===== src/rtl/mem_stage_pkg.sv =====
`default_nettype none
// ----------------------------------------------------------------------------
// mem_stage_pkg : state encoding, defaults and abort data for the MEM stage
// Rev 1.0
// ----------------------------------------------------------------------------
package mem_stage_pkg;

  localparam int DW_DEFAULT       = 32;
  localparam int RW_DEFAULT       = 5;
  localparam int WAIT_MAX_DEFAULT = 255;

  localparam logic [31:0] TIMEOUT_DATA = 32'hDEADBEEF;

  typedef logic [1:0] state_t;

  localparam state_t ST_IDLE = 2'd0;
  localparam state_t ST_WAIT = 2'd1;
  localparam state_t ST_DONE = 2'd2;

  function automatic int cnt_width(input int max_val);
    return $clog2(max_val + 1);
  endfunction

endpackage
`default_nettype wire


===== src/rtl/mem_wb_reg.sv =====
`default_nettype none
// ----------------------------------------------------------------------------
// mem_wb_reg : MEM/WB pipeline register; loads every cycle, bubble clears it
// Rev 1.0
// ----------------------------------------------------------------------------
module mem_wb_reg
  import mem_stage_pkg::*;
#(
  parameter int DW = DW_DEFAULT,
  parameter int RW = RW_DEFAULT
) (
  input  logic          clock,
  input  logic          reset,
  input  logic          bubble_i,
  input  logic          wreg_i,
  input  logic          m2reg_i,
  input  logic [RW-1:0] rd_i,
  input  logic [DW-1:0] alu_i,
  input  logic [DW-1:0] mo_i,
  output logic          wreg_o,
  output logic          m2reg_o,
  output logic [RW-1:0] rd_o,
  output logic [DW-1:0] alu_o,
  output logic [DW-1:0] mo_o
);

  logic          wreg_q;
  logic          m2reg_q;
  logic [RW-1:0] rd_q;
  logic [DW-1:0] alu_q;
  logic [DW-1:0] mo_q;

  always_ff @(posedge clock) begin
    if (reset || bubble_i) begin
      wreg_q  <= 1'b0;
      m2reg_q <= 1'b0;
      rd_q    <= '0;
      alu_q   <= '0;
      mo_q    <= '0;
    end else begin
      wreg_q  <= wreg_i;
      m2reg_q <= m2reg_i;
      rd_q    <= rd_i;
      alu_q   <= alu_i;
      mo_q    <= mo_i;
    end
  end

  assign wreg_o  = wreg_q;
  assign m2reg_o = m2reg_q;
  assign rd_o    = rd_q;
  assign alu_o   = alu_q;
  assign mo_o    = mo_q;

endmodule
`default_nettype wire


===== src/rtl/mem_stage_unit.sv =====
`default_nettype none
// ----------------------------------------------------------------------------
// mem_stage_unit : MEM stage with req/ack data-memory handshake and watchdog
// Optional macro MISALIGN_TRAP_EN adds the misalign trap output.  Rev 1.0
// ----------------------------------------------------------------------------
module mem_stage_unit
  import mem_stage_pkg::*;
#(
  parameter int DW       = DW_DEFAULT,
  parameter int RW       = RW_DEFAULT,
  parameter int WAIT_MAX = WAIT_MAX_DEFAULT
) (
  input  logic          clock,
  input  logic          reset,
  input  logic          mwreg,
  input  logic          mm2reg,
  input  logic          mwmem,
  input  logic [RW-1:0] mrd,
  input  logic [DW-1:0] mr,
  input  logic [DW-1:0] mqb,
  output logic          stall,
  output logic          dmem_req,
  output logic          dmem_we,
  output logic [DW-1:0] dmem_addr,
  output logic [DW-1:0] dmem_wdata,
  input  logic          dmem_ack,
  input  logic [DW-1:0] dmem_rdata,
  output logic          wwreg,
  output logic          wm2reg,
  output logic [RW-1:0] wrd,
  output logic [DW-1:0] walu,
  output logic [DW-1:0] wmo,
`ifdef MISALIGN_TRAP_EN
  output logic          misalign,
`endif
  output logic          mem_err
);

  localparam int            CW        = cnt_width(WAIT_MAX);
  // Abort fires at the end of the WAIT_MAX-th WAIT cycle without an ack.
  localparam logic [CW-1:0] CNT_LAST  = CW'(WAIT_MAX - 1);
  localparam logic [DW-1:0] ADDR_MASK = ~DW'(3);

  state_t        state_q, state_d;
  logic          req_q, req_d;
  logic          we_q, we_d;
  logic [DW-1:0] addr_q, addr_d;
  logic [DW-1:0] wdata_q, wdata_d;
  logic [CW-1:0] cnt_q, cnt_d;
  logic [DW-1:0] latch_q, latch_d;
  logic          err_q, err_d;
  logic          trap_q, trap_d;
`ifdef MISALIGN_TRAP_EN
  logic          misalign_q, misalign_d;
`endif

  logic          w_access;
  logic          w_store;
  logic          w_misal;
  logic          w_bubble;
  logic          w_wb_wreg;
  logic [DW-1:0] w_wb_mo;

  assign w_access = mm2reg | mwmem;
  assign w_store  = mwmem & ~mm2reg;
`ifdef MISALIGN_TRAP_EN
  assign w_misal  = w_access & (mr[1:0] != 2'b00);
`else
  assign w_misal  = 1'b0;
`endif

  always_comb begin
    state_d   = state_q;
    req_d     = req_q;
    we_d      = we_q;
    addr_d    = addr_q;
    wdata_d   = wdata_q;
    cnt_d     = cnt_q;
    latch_d   = latch_q;
    err_d     = err_q;
    trap_d    = trap_q;
    w_bubble  = 1'b1;
    w_wb_wreg = mwreg;
    w_wb_mo   = '0;
`ifdef MISALIGN_TRAP_EN
    misalign_d = 1'b0;
`endif

    case (state_q)
      ST_IDLE: begin
        if (!w_access) begin
          w_bubble = 1'b0;
        end else if (w_misal) begin
          trap_d  = 1'b1;
          latch_d = '0;
          state_d = ST_DONE;
        end else begin
          req_d   = 1'b1;
          we_d    = w_store;
          addr_d  = mr & ADDR_MASK;
          wdata_d = mqb;
          latch_d = '0;
          cnt_d   = '0;
          state_d = ST_WAIT;
        end
      end

      ST_WAIT: begin
        if (dmem_ack) begin
          latch_d = dmem_rdata;
          req_d   = 1'b0;
          cnt_d   = '0;
          state_d = ST_DONE;
        end else if (cnt_q == CNT_LAST) begin
          latch_d = DW'(TIMEOUT_DATA);
          req_d   = 1'b0;
          err_d   = 1'b1;
          cnt_d   = '0;
          state_d = ST_DONE;
        end else begin
          cnt_d = cnt_q + CW'(1);
        end
      end

      ST_DONE: begin
        // EX/MEM still holds the completed instruction on this cycle.
        w_bubble = 1'b0;
        w_wb_mo  = mm2reg ? latch_q : '0;
        if (trap_q) begin
          w_wb_wreg = 1'b0;
`ifdef MISALIGN_TRAP_EN
          misalign_d = 1'b1;
`endif
        end
        trap_d  = 1'b0;
        state_d = ST_IDLE;
      end

      default: state_d = ST_IDLE;
    endcase
  end

  always_ff @(posedge clock) begin
    if (reset) begin
      state_q <= ST_IDLE;
      req_q   <= 1'b0;
      we_q    <= 1'b0;
      addr_q  <= '0;
      wdata_q <= '0;
      cnt_q   <= '0;
      latch_q <= '0;
      err_q   <= 1'b0;
      trap_q  <= 1'b0;
    end else begin
      state_q <= state_d;
      req_q   <= req_d;
      we_q    <= we_d;
      addr_q  <= addr_d;
      wdata_q <= wdata_d;
      cnt_q   <= cnt_d;
      latch_q <= latch_d;
      err_q   <= err_d;
      trap_q  <= trap_d;
    end
  end

`ifdef MISALIGN_TRAP_EN
  always_ff @(posedge clock) begin
    if (reset) begin
      misalign_q <= 1'b0;
    end else begin
      misalign_q <= misalign_d;
    end
  end

  assign misalign = misalign_q;
`endif

  mem_wb_reg #(
    .DW (DW),
    .RW (RW)
  ) u_mem_wb_reg (
    .clock    (clock),
    .reset    (reset),
    .bubble_i (w_bubble),
    .wreg_i   (w_wb_wreg),
    .m2reg_i  (mm2reg),
    .rd_i     (mrd),
    .alu_i    (mr),
    .mo_i     (w_wb_mo),
    .wreg_o   (wwreg),
    .m2reg_o  (wm2reg),
    .rd_o     (wrd),
    .alu_o    (walu),
    .mo_o     (wmo)
  );

  assign stall      = ((state_q == ST_IDLE) & w_access) | (state_q == ST_WAIT);
  assign dmem_req   = req_q;
  assign dmem_we    = we_q;
  assign dmem_addr  = addr_q;
  assign dmem_wdata = wdata_q;
  assign mem_err    = err_q;

endmodule
`default_nettype wire

===== config.mk =====
export PLATFORM = sky130hd
export DESIGN_NAME = mem_stage_unit
export DESIGN_NICKNAME = d
export VERILOG_FILES = /design/src/rtl/mem_stage_pkg.sv /design/src/rtl/mem_wb_reg.sv /design/src/rtl/mem_stage_unit.sv
export SDC_FILE = /design/constraint.sdc
export NUM_CORES = 1
export LEC_CHECK = 0
export BUFFER_PORTS_ARGS = -buffer_cell sky130_fd_sc_hd__buf_2
export CORE_MARGIN = 1.5
export CORE_UTILIZATION = 44
export DETAILED_ROUTE_END_ITERATION = 7
export GPL_TIMING_DRIVEN = 0
export PLACE_DENSITY = 0.74
export SETUP_SLACK_MARGIN = 0.3
export SLEW_MARGIN = 20
export SYNTH_ARGS = -nofsm -noshare
export SYNTH_HDL_FRONTEND = slang
export SYNTH_HIERARCHICAL = 1
export SYNTH_SLANG_ARGS = --single-unit

===== constraint.sdc =====
create_clock -name clock -period 1.4 [get_ports clock]
set_input_delay 0.21 -clock clock [delete_from_list [all_inputs] [get_ports clock]]
set_output_delay 0.21 -clock clock [all_outputs]
set_load 0.01 [all_outputs]

==> reports/qor.yml, run 1 <==
status:
  status: "complete, but fails checks"
  failed_checks: "DRC, setup timing"
setup_path:
  endpoint_kind: "output port"
  startpoint_type: "flop"
  path_cells: "nor3_2, or2_1, buf_6, inv_6, buf_12, buf_6"
  critPathRequiredTime_ns: 1.19
  crit_top_cell: "buf_6"
  crit_path_max_incr_delay_ns: 0.35
  slowest_stage: "dfxtp_4"
  crit_arrival_ns: 1.49
  crit_fanout: 2
  criticalPathCategory: "reg -> out"
drt:
  wirelength_met1_um: 8870
  met2_length_um: 11500
  wl_met3_um: 1310
  drc_errors: 15
  drt-initial-drc-count: 339
  wl_um: 22500
  wire_per_inst_um: 18.9
  vias: 6241
  drt_first_pass_iters: 7
  routed_via_density: 5.24
  antenna_left: 0
  highest_layer: "met5"
flow_run:
  maxCapViolCount: 0
pwr:
  ir_worst_vdd_v: 0.000951
  p_leak_nw: 4.70
  fin_total_pwr_mw: 13.6
  power.density_nw_per_um2: 1260
die:
  core_area_sq_um: 14600
  io_pins: 246
  die_x_um: 126
  std_cell_rows: 44
  dieArea_sq_um: 15800
  initial_utilization_pct: 45.3
  chipHeight_um: 126
synthesis:
  syn_area_per_cell_sq_um: 10.0
  ys_ff_latch: 178
  ys_types: 37
  synth_top_area_share_pct: 53.7
  yosysWarnings: 6
  ys_top_cells_by_area: "dfxtp_1 54%, nor3b_2 13%, nand2_1 8.5%, a21oi_1 6.7%, and2_1 3.2%"
  yosys.area.top_type: "dfxtp_1"
  synth_cells: 662
  yosysSeqAreaShare_pct: 53.7
  syn_area_sq_um: 6640
timing:
  relSlewSlack_pct: 50.3
  setup_ws_ns: -0.300
  drv_slew: 0
  tightest_slew_ns: 0.745
  whs_ns: 0.00696
  timing.final.crit_share_pct: 121
  rsz0062_at_grt: "true"
  period_needed_ns: 1.70
  finalHoldViolCount: 0
  setup_viol: 176
  finClkSkew_ns: 0.00490
  max_freq_mhz: 588
clocking:
  cts_made_buffers: 17
  htree_levels: 4
  worstSkewPairLatency_ns: 0.43
  cts_sinks: 178
  clk_path_buf_depth: 2
  cts_tree: "done"
  path_clk_slew_ns: 0.07
  root_buffer: "clkbuf_16"
grt:
  grt_pass1_vias: 6116
  grt_pass1_wl_um: 32400
  antenna_found_initial: 2
  grt_max_degree: 17
  grt_overflow: 0
  track_usage_pct: 26.5
worst_hold_path:
  hold_path.class: "in -> reg"
cells_and_area:
  layout_common_cells: "195 x buf_2, 146 x nand2_1, 121 x dfxtp_1"
  area_growth_pct: 63.7
  fin_nets: 1103
  drive_above_1_share_pct: 60.4
  final_util_pct: 74.2
  final_common_cell: "buf_2"
  fillers: 954
placed_design:
  dpl.hpwl_um: 13200
  gp_congestion: 0.895
  dp_slack_ns: -0.230
  io_buffers: 242
==> through the flow <==
step,TNS [ns],cells,cell area [sq um]
final,-19.34,1191,10900
after global routing,-26.45,1191,10900
after CTS,-7.17,1171,10300
after detailed placement,-14.42,1089,8350
after global placement,-12.23,1089,8350
after floorplan,-0.111,663,6910
==> Yosys cell counts (all sizes together) <==
master and n:
dfxtp 178, nand2 151, a21oi 89, nor3b 72, and2 34, buf 34
clkbuf 22, a211oi 13, o221a 12, o21ai 11, nor2 9, nand3 6
a31oi 3, nor3 3, o21a 3, or3 3, ha 2, inv 2
nand2b 2, nor2b 2, a2bb2oi 1, and3b 1, and4 1, conb 1
mux2i 1, nand4 1, nor4 1, o211a 1, o211ai 1, or2 1
or3b 1
==> layer usage <==
layer | global-route usage (%) | vias to the layer above
li1 | - | 2913
met1 | 31.6 | 2991
met2 | 44.8 | 267
met5 | 0 | -
met3 | 6.07 | 68
met4 | 13.8 | 2
==> area by class of cell <==
class                   instances  area, sq um  share of cell area [%]
flip-flops and latches        178         3640                    33.5
multi-input cells             427         3170                    29.2
repair buffers                314         2500                    23.0
plain buffers                  54          648                    5.96
clock buffers                  19          453                    4.17
well taps                     184          230                    2.12
clock inverters                12          204                    1.88
inverters                       2         12.5                   0.115
diodes                          1         2.50                  0.0230
==> kinds of logic after synthesis <==
group | share of synthesized area [%]
AO/OA/AOI/OAI | 12.2
other | 0.0565
AND/OR/NAND/NOR | 27.9
adder cells (fa/ha/maj) | 0.377
buffers and inverters | 5.67
flip-flops | 53.7
multiplexers | 0.151
==> where the power goes <==
group / leakage, nW / internal, mW / switching, mW
Clock: 0.312 / 3.26 / 2.03
Sequential: 1.48 / 5.36 / 0.161
Combinational: 2.91 / 1.53 / 1.30
Total: 4.70 / 10.2 / 3.49
==> timing repair <==
item	in CTS	in global routing
hold buffers	5	0
cloned	16	5
resized for setup	172	89
pin swaps	12	11
endpoints found under the hold margin	5	0
endpoints found under the setup margin	243	284
setup buffers	32	14
==> final timing paths <==
path	from	endpoint	slack [ns]	cells past startpoint
hold / removal	mqb[19]	dmem_wdata[19]	0.007	3
setup reg to reg	state_q[0]	latch_q[11]	-0.23	7
setup / recovery	state_q[0]	stall	-0.30	6
hold reg to reg	latch_q[17]	latch_q[17]	0.45	2
==> critical path: cells and delay by family (launching register included) <==
kind | cells | cell delay [ns]
buffers and inverters | 4 | 0.40
DFF | 1 | 0.35
and+or+nand+nor | 2 | 0.31
==> sequential cells by signal (all words and copies together), names as in the netlist <==
name and flops:
cnt_q 8, dmem_addr 30, dmem_req 1, dmem_wdata 32
dmem_we 1, latch_q 32, mem_err 1, state_q 2
u_mem_wb_reg/alu_o 32, u_mem_wb_reg/m2reg_o 1, u_mem_wb_reg/mo_o 32, u_mem_wb_reg/rd_o 5
u_mem_wb_reg/wreg_o 1
(Power assumes the default switching activity.)
==> inputs of run 2 (changes only) <==
--- a/config.mk
+++ b/config.mk
@@ -11,6 +11,7 @@
 export DETAILED_ROUTE_END_ITERATION = 7
 export GPL_TIMING_DRIVEN = 0
 export PLACE_DENSITY = 0.74
+export RECOVER_POWER = 25
 export SETUP_SLACK_MARGIN = 0.3
 export SLEW_MARGIN = 20
 export SYNTH_ARGS = -nofsm -noshare
==> reports/qor.yml, run 2 (same netlist as run 1, synthesis figures left out) <==
flow_run:
  maxCapViolCount: 0  # unchanged
drt:
  antenna_left: 0  # unchanged
  routed_via_density: 5.25  # +0.16%
  drt-initial-drc-count: 352  # +3.8%
  wl_um: 22500  # +0.18%
  drt_first_pass_iters: 7  # unchanged
  drc_errors: 15  # unchanged
  vias: 6251  # +0.16%
  wire_per_inst_um: 18.9  # +0.18%
timing:
  tightest_slew_ns: 0.740  # -0.00521 ns
  whs_ns: 0.00885  # +0.00188 ns
  timing.final.crit_share_pct: 121  # about the same
  relSlewSlack_pct: 50.7  # +0.35 points
  rsz0062_at_grt: "true"
  setup_ws_ns: -0.300  # -0.000330 ns
  max_freq_mhz: 588  # about the same
  drv_slew: 0  # unchanged
  finClkSkew_ns: 0.00433  # -0.000574 ns
  finalHoldViolCount: 0  # unchanged
  period_needed_ns: 1.70  # +0.000330 ns
  setup_viol: 176  # unchanged
grt:
  grt_pass1_vias: 6116  # unchanged
  grt_max_degree: 17  # unchanged
  grt_overflow: 0  # unchanged
  antenna_found_initial: 2  # unchanged
  track_usage_pct: 26.5  # unchanged
  grt_pass1_wl_um: 32400  # unchanged
clocking:
  cts_made_buffers: 17  # unchanged
  worstSkewPairLatency_ns: 0.43  # about the same
  cts_tree: "done"
  root_buffer: "clkbuf_16"
  cts_sinks: 178  # unchanged
  htree_levels: 4  # unchanged
  path_clk_slew_ns: 0.07  # about the same
  clk_path_buf_depth: 2  # unchanged
pwr:
  ir_worst_vdd_v: 0.000947  # -0.50%
  fin_total_pwr_mw: 13.6  # about the same
  seq_power_share_pct: 40.5  # about the same
  power.density_nw_per_um2: 1260  # +0.25%
  switchingPower_mw: 3.49  # about the same
  clock_power_share_pct: 38.8  # about the same
  swShare_pct: 25.6  # about the same
  power.internal_mw: 10.1  # about the same
  p_leak_nw: 4.60  # -2.2%
  pwr-share-comb_pct: 20.7  # about the same
setup_path:
  criticalPathCategory: "reg -> out"
  rr_endpoint: "latch_q[11]"
  critPathRequiredTime_ns: 1.19  # about the same
  worstRegToRegCells: 7  # unchanged
  crit_path_max_incr_delay_ns: 0.35  # about the same
  crit_top_cell: "buf_6"
  startpoint_type: "flop"
  rrSetupSlack_ns: -0.23  # about the same
  slowest_stage: "dfxtp_4"
  crit_arrival_ns: 1.49  # about the same
  endpoint_kind: "output port"
  critPathLaunch: "state_q[0]"
  crit_fanout: 2  # unchanged
  critPathCapture: "stall"
  path_cells: "nor3_2, or2_1, buf_6, inv_6, buf_12, buf_6"
  r2r_start: "state_q[0]"
die:
  std_cell_rows: 44  # unchanged
  die_x_um: 126  # unchanged
  core_area_sq_um: 14600  # unchanged
  dieArea_sq_um: 15800  # unchanged
  io_pins: 246  # unchanged
  initial_utilization_pct: 45.3  # unchanged
  chipHeight_um: 126  # unchanged
cells_and_area:
  layout_common_cells: "171 x buf_2, 146 x nand2_1, 123 x dfxtp_1"
  final_common_cell: "buf_2"
  design_area_sq_um: 10800  # -0.30%
  area_growth_pct: 63.3
  drive_above_1_share_pct: 57.9  # -2.6 points
  fin_nets: 1103  # unchanged
placed_design:
  io_buffers: 242  # unchanged
  place_area_sq_um: 8350  # unchanged
  dpl.hpwl_um: 13200  # unchanged
  gp_congestion: 0.895  # unchanged
status:
  failed_checks: "DRC, setup timing"
  status: "complete, but fails checks"
worst_hold_path:
  hold_path.class: "in -> reg"
run 2: cell count changes in the layout (fill, tap and decap cells not counted), sizes merged:
cell | before | now
clkbuf | 41 | 65
buf | 337 | 313
run 2: metal layers:
metal / up-vias / wire, um / global-route usage, % / share of wire, %
met5: - / 13 / 0 / 0.058
met4: 2 / 824 / 13.8 / 3.7
met3: 70 / 1240 / 6.07 / 5.5
met2: 269 / 11500 / 44.8 / 51
met1: 3000 / 8970 / 31.6 / 40
li1: 2910 / - / - / -
run 2: area by class of cell:
class / instances / area (sq um)
sequential: 178 / 3640
buffer: 54 / 648
antenna: 1 / 2.50
timing repair buffer: 314 / 2470
inverter: 2 / 12.5
multi-input combinational: 427 / 3170
fill: 974 / 3810
clock buffer: 19 / 453
clock inverter: 12 / 204
tap: 184 / 230
run 2: repair_timing:
action | 4_1_cts | 5_1_grt
hold buffers | 5 | 0
gates cloned | 16 | 5
endpoints found under the setup margin | 243 | 284
gates resized for setup | 172 | 89
hold endpoints to repair | 5 | 0
pin swaps | 12 | 11
buffers inserted | 32 | 14
run 2: how the worst min path moves through the flow:
stage | startpoint | cells past startpoint | to | slack [ns]
2_1_floorplan | mm2reg | 1 | dmem_we | 0.31
3_3_place_gp | dmem_addr[6] | 2 | dmem_addr[6] | 0.44
3_5_place_dp | dmem_wdata[11] | 2 | dmem_wdata[11] | 0.44
4_1_cts | mqb[28] | 3 | dmem_wdata[28] | 0.0006
5_1_grt | mqb[16] | 3 | dmem_wdata[16] | 0.002
6_report | mqb[19] | 3 | dmem_wdata[19] | 0.009
run 2: power groups by stage:
stage | Sequential (mW) | Clock [mW] | Combinational (mW)
final | 5.52 | 5.29 | 2.82
after global routing | 5.54 | 5.57 | 2.97
after CTS | 5.49 | 5.33 | 2.47
after detailed placement | 5.58 | 0 | 1.72
after global placement | 5.57 | 0 | 1.70
after floorplan | 5.67 | 0 | 0.978
run 2: worst max-delay path: cells and delay by family (launching register included):
family	cells	cell delay, ns
buf+inv	4	0.40
flops	1	0.35
simple gates	2	0.31
run 2: per-stage QoR:
| step | std cells | util (%) | setup slack, ns | setup TNS, ns |
|---|---|---|---|---|
| after floorplan | 663 | - | -0.0119 | -0.111 |
| after global placement | 1089 | 57.0 | -0.219 | -12.23 |
| after detailed placement | 1089 | 57.0 | -0.230 | -14.42 |
| after CTS | 1171 | 70.2 | -0.237 | -7.17 |
| after global routing | 1191 | 74.0 | -0.329 | -26.44 |
| final | 1191 | 74.0 | -0.300 | -19.52 |
==> inputs of run 3 (changes only) <==
--- a/config.mk
+++ b/config.mk
@@ -5,6 +5,7 @@
 export SDC_FILE = /design/constraint.sdc
 export NUM_CORES = 1
 export LEC_CHECK = 0
+export ABC_AREA = 1
 export BUFFER_PORTS_ARGS = -buffer_cell sky130_fd_sc_hd__buf_2
 export CORE_MARGIN = 1.5
 export CORE_UTILIZATION = 44
==> reports/qor.yml, run 3 <==
synthesis:
  yosys.cell_count.top_type: "nor2_1"
  ys_ff_latch: 178  # unchanged
  ys_async_sr_fraction_pct: 0  # unchanged
  yosysWarnings: 6  # unchanged
  yosys.area.top_type: "dfxtp_1"
  synth_edf_count: 0  # unchanged
  ys_types: 27  # -27%
  syn_area_sq_um: 6740  # +1.5%
  syn_area_per_cell_sq_um: 7.58  # -24%
  netlist_top_cells_count: "262 x nor2_1, 178 x dfxtp_1, 98 x nand2_1"
  synth_top_area_share_pct: 52.9  # -0.79 points
  synth_cells: 888  # +34%
  yosysSeqAreaShare_pct: 52.9  # -0.79 points
  yosys_most_used_dff: "dfxtp_1"
  ys_top_cells_by_area: "dfxtp_1 53%, nor2_1 15%, o21ai_0 6.5%, nand2_1 5.5%, inv_1 4.8%"
setup_path:
  r2r_start: "state_q[0]"
  endpoint_kind: "output port"
  crit_fanout: 3  # +1
  crit_path_max_incr_delay_ns: 0.36  # about the same
  critPathLaunch: "state_q[1]"
  startpoint_type: "flop"
  rrSetupSlack_ns: -0.08  # +0.15 ns
  criticalPathCategory: "reg -> out"
  rr_endpoint: "u_mem_wb_reg/alu_o[5]"
  critPathRequiredTime_ns: 1.19  # about the same
  crit_top_cell: "nand2_4"
  slowest_stage: "dfxtp_4"
  crit_arrival_ns: 1.27  # -0.22 ns
  worstRegToRegCells: 9  # +2
  path_cells: "nor2_4, nand2_4, nand2_4, buf_8, buf_6"
timing:
  finClkSkew_ns: 0.00903  # +0.00470 ns
  relSlewSlack_pct: 60.6  # +9.9 points
  setup_tns_ns: -2.34  # +17.18 ns
  rsz0062_at_grt: "true"
  max_freq_mhz: 676  # +15%
  setup_ws_ns: -0.0791  # +0.221 ns
  setup_viol: 77  # -56%
  period_needed_ns: 1.48  # -0.221 ns
  tightest_slew_ns: 0.591  # -0.148 ns
  finalHoldViolCount: 0  # unchanged
  drv_slew: 0  # unchanged
  timing.final.crit_share_pct: 106  # -16 points
  whs_ns: 0.0144  # +0.00556 ns
clocking:
  htree_levels: 4  # unchanged
  cts_made_buffers: 17  # unchanged
  path_clk_slew_ns: 0.06  # about the same
  worstSkewPairLatency_ns: 0.42  # about the same
  cts_tree: "done"
  clk_path_buf_depth: 2  # unchanged
  cts_sinks: 178  # unchanged
  root_buffer: "clkbuf_16"
cells_and_area:
  fillers: 1055  # +8.3%
  area_growth_pct: 68.1
  final_common_cell: "nor2_1"
  layout_common_cells: "192 x nor2_1, 148 x buf_2, 119 x dfxtp_1"
  fin_nets: 1338  # +21%
  multi_input_area_sq_um: 3280  # +3.3%
  drive_above_1_share_pct: 46.6  # -11 points
  regArea_sq_um: 3650  # +0.34%
  stdcell_count: 1431  # +20%
grt:
  grt_pass1_wl_um: 29600  # -8.4%
  track_usage_pct: 23.5  # -3.0 points
  grt_overflow: 0  # unchanged
  antenna_found_initial: 1  # -1
  grt_max_degree: 17  # unchanged
  grt_pass1_vias: 5972  # -2.4%
pwr:
  ir_worst_vdd_v: 0.000871  # -8.0%
  fin_total_pwr_mw: 14.8  # +8.8%
  p_leak_nw: 5.09  # +11%
  power.density_nw_per_um2: 1310  # +4.1%
status:
  failed_checks: "setup timing"
  status: "complete, but fails checks"
die:
  initial_utilization_pct: 44.6  # -0.68 points
  dieArea_sq_um: 16100  # +1.5%
  chipHeight_um: 127  # +0.72%
  std_cell_rows: 45  # +2.3%
  die_x_um: 127  # +0.72%
  io_pins: 246  # unchanged
  core_area_sq_um: 15100  # +3.0%
placed_design:
  dpl.hpwl_um: 13100  # -0.34%
  dp_slack_ns: -0.385  # -0.155 ns
  gp_congestion: 0.891  # -0.37%
  io_buffers: 243  # +0.41%
  dp_cells: 1320  # +21%
drt:
  wire_per_inst_um: 17.0  # -9.8%
  vias: 7189  # +15%
  drc_errors: 0  # -15
  antenna_left: 0  # unchanged
  wl_um: 24400  # +8.3%
  routed_via_density: 5.02  # -4.3%
  drt_first_pass_iters: 5  # -2
  drt-initial-drc-count: 402  # +14%
worst_hold_path:
  min_path_cells: 3  # unchanged
  holdPathEnd: "u_mem_wb_reg/m2reg_o"
  hold_start: "mm2reg"
  hold_path.class: "in -> reg"
flow_run:
  maxCapViolCount: 0  # unchanged
==> run 3: changes by cell type after synthesis, sizes merged, moves of 12 or more <==
cell	change
nand2	-46
a21oi	-47
nand3	+43
a211oi	-13
nor3b	-72
and2	-34
o221a	-12
nor2	+261
o21ai	+77
inv	+87
==> run 3: kinds of logic after synthesis <==
| kind of cell | count (synthesis) | share of synthesized area (%) |
|---|---|---|
| buffers and inverters | 148 | 10.7 |
| DFF | 178 | 52.9 |
| and+or+nand+nor | 428 | 25.8 |
| other | 1 | 0.0557 |
| AOI/OAI and AO/OA | 131 | 10.1 |
| adders and majority gates | 2 | 0.371 |
==> run 3: area by class of cell <==
type | count | area share, %
Antenna cell | 1 | 0.0221
Timing Repair inverter | 2 | 0.287
Timing Repair Buffer | 318 | 22.1
Multi-Input combinational cell | 564 | 28.9
Inverter | 89 | 3.16
Sequential cell | 178 | 32.3
Buffer | 59 | 5.75
Clock buffer | 22 | 4.10
Tap cell | 188 | 2.08
Clock inverter | 10 | 1.29
==> run 3: worst max path at each step <==
stage                             to  slack, ns  cells after the start
2_1_floorplan            latch_q[25]       0.06                     10
3_3_place_gp    u_mem_wb_reg/m2reg_o      -0.37                     11
3_5_place_dp    u_mem_wb_reg/m2reg_o      -0.38                     11
4_1_cts                        stall      -0.08                      5
5_1_grt        u_mem_wb_reg/mo_o[28]      -0.13                      6
6_report                       stall      -0.08                      5
==> run 3: per-layer routing <==
metal	wire (um)	track usage [%]
met4	997	7.55
met3	1450	5.06
met2	12400	40.8
met1	9570	29.2
met5	0	0
==> run 3: where the power goes <==
group,internal (mW),switching [mW]
registers,5.54,0.349
clock network,2.93,2.02
logic,1.99,2.00
total,10.5,4.37
==> run 3: per-stage QoR <==
stage          utilization [%]  instance area [sq um]
5_1_grt                   75.0                  11300
4_1_cts                   62.6                   9440
3_3_place_gp              54.6                   8230
3_5_place_dp              54.6                   8230
6_report                  75.0                  11300
2_1_floorplan                -                   6780
==> run 3: critical path, delay by kind of cell (launching register included) <==
family / cells / cell delay [ns]
AND/OR/NAND/NOR: 3 / 0.29
flip-flops: 1 / 0.36
buffers and inverters: 2 / 0.19
==> run 3: repair_timing <==
item,in CTS,in global routing
pin swaps,13,78
setup buffers,14,35
setup endpoints to repair,218,270
gates resized for setup,63,483
cloned,3,13
endpoints found under the hold margin,13,0
hold buffers,13,0
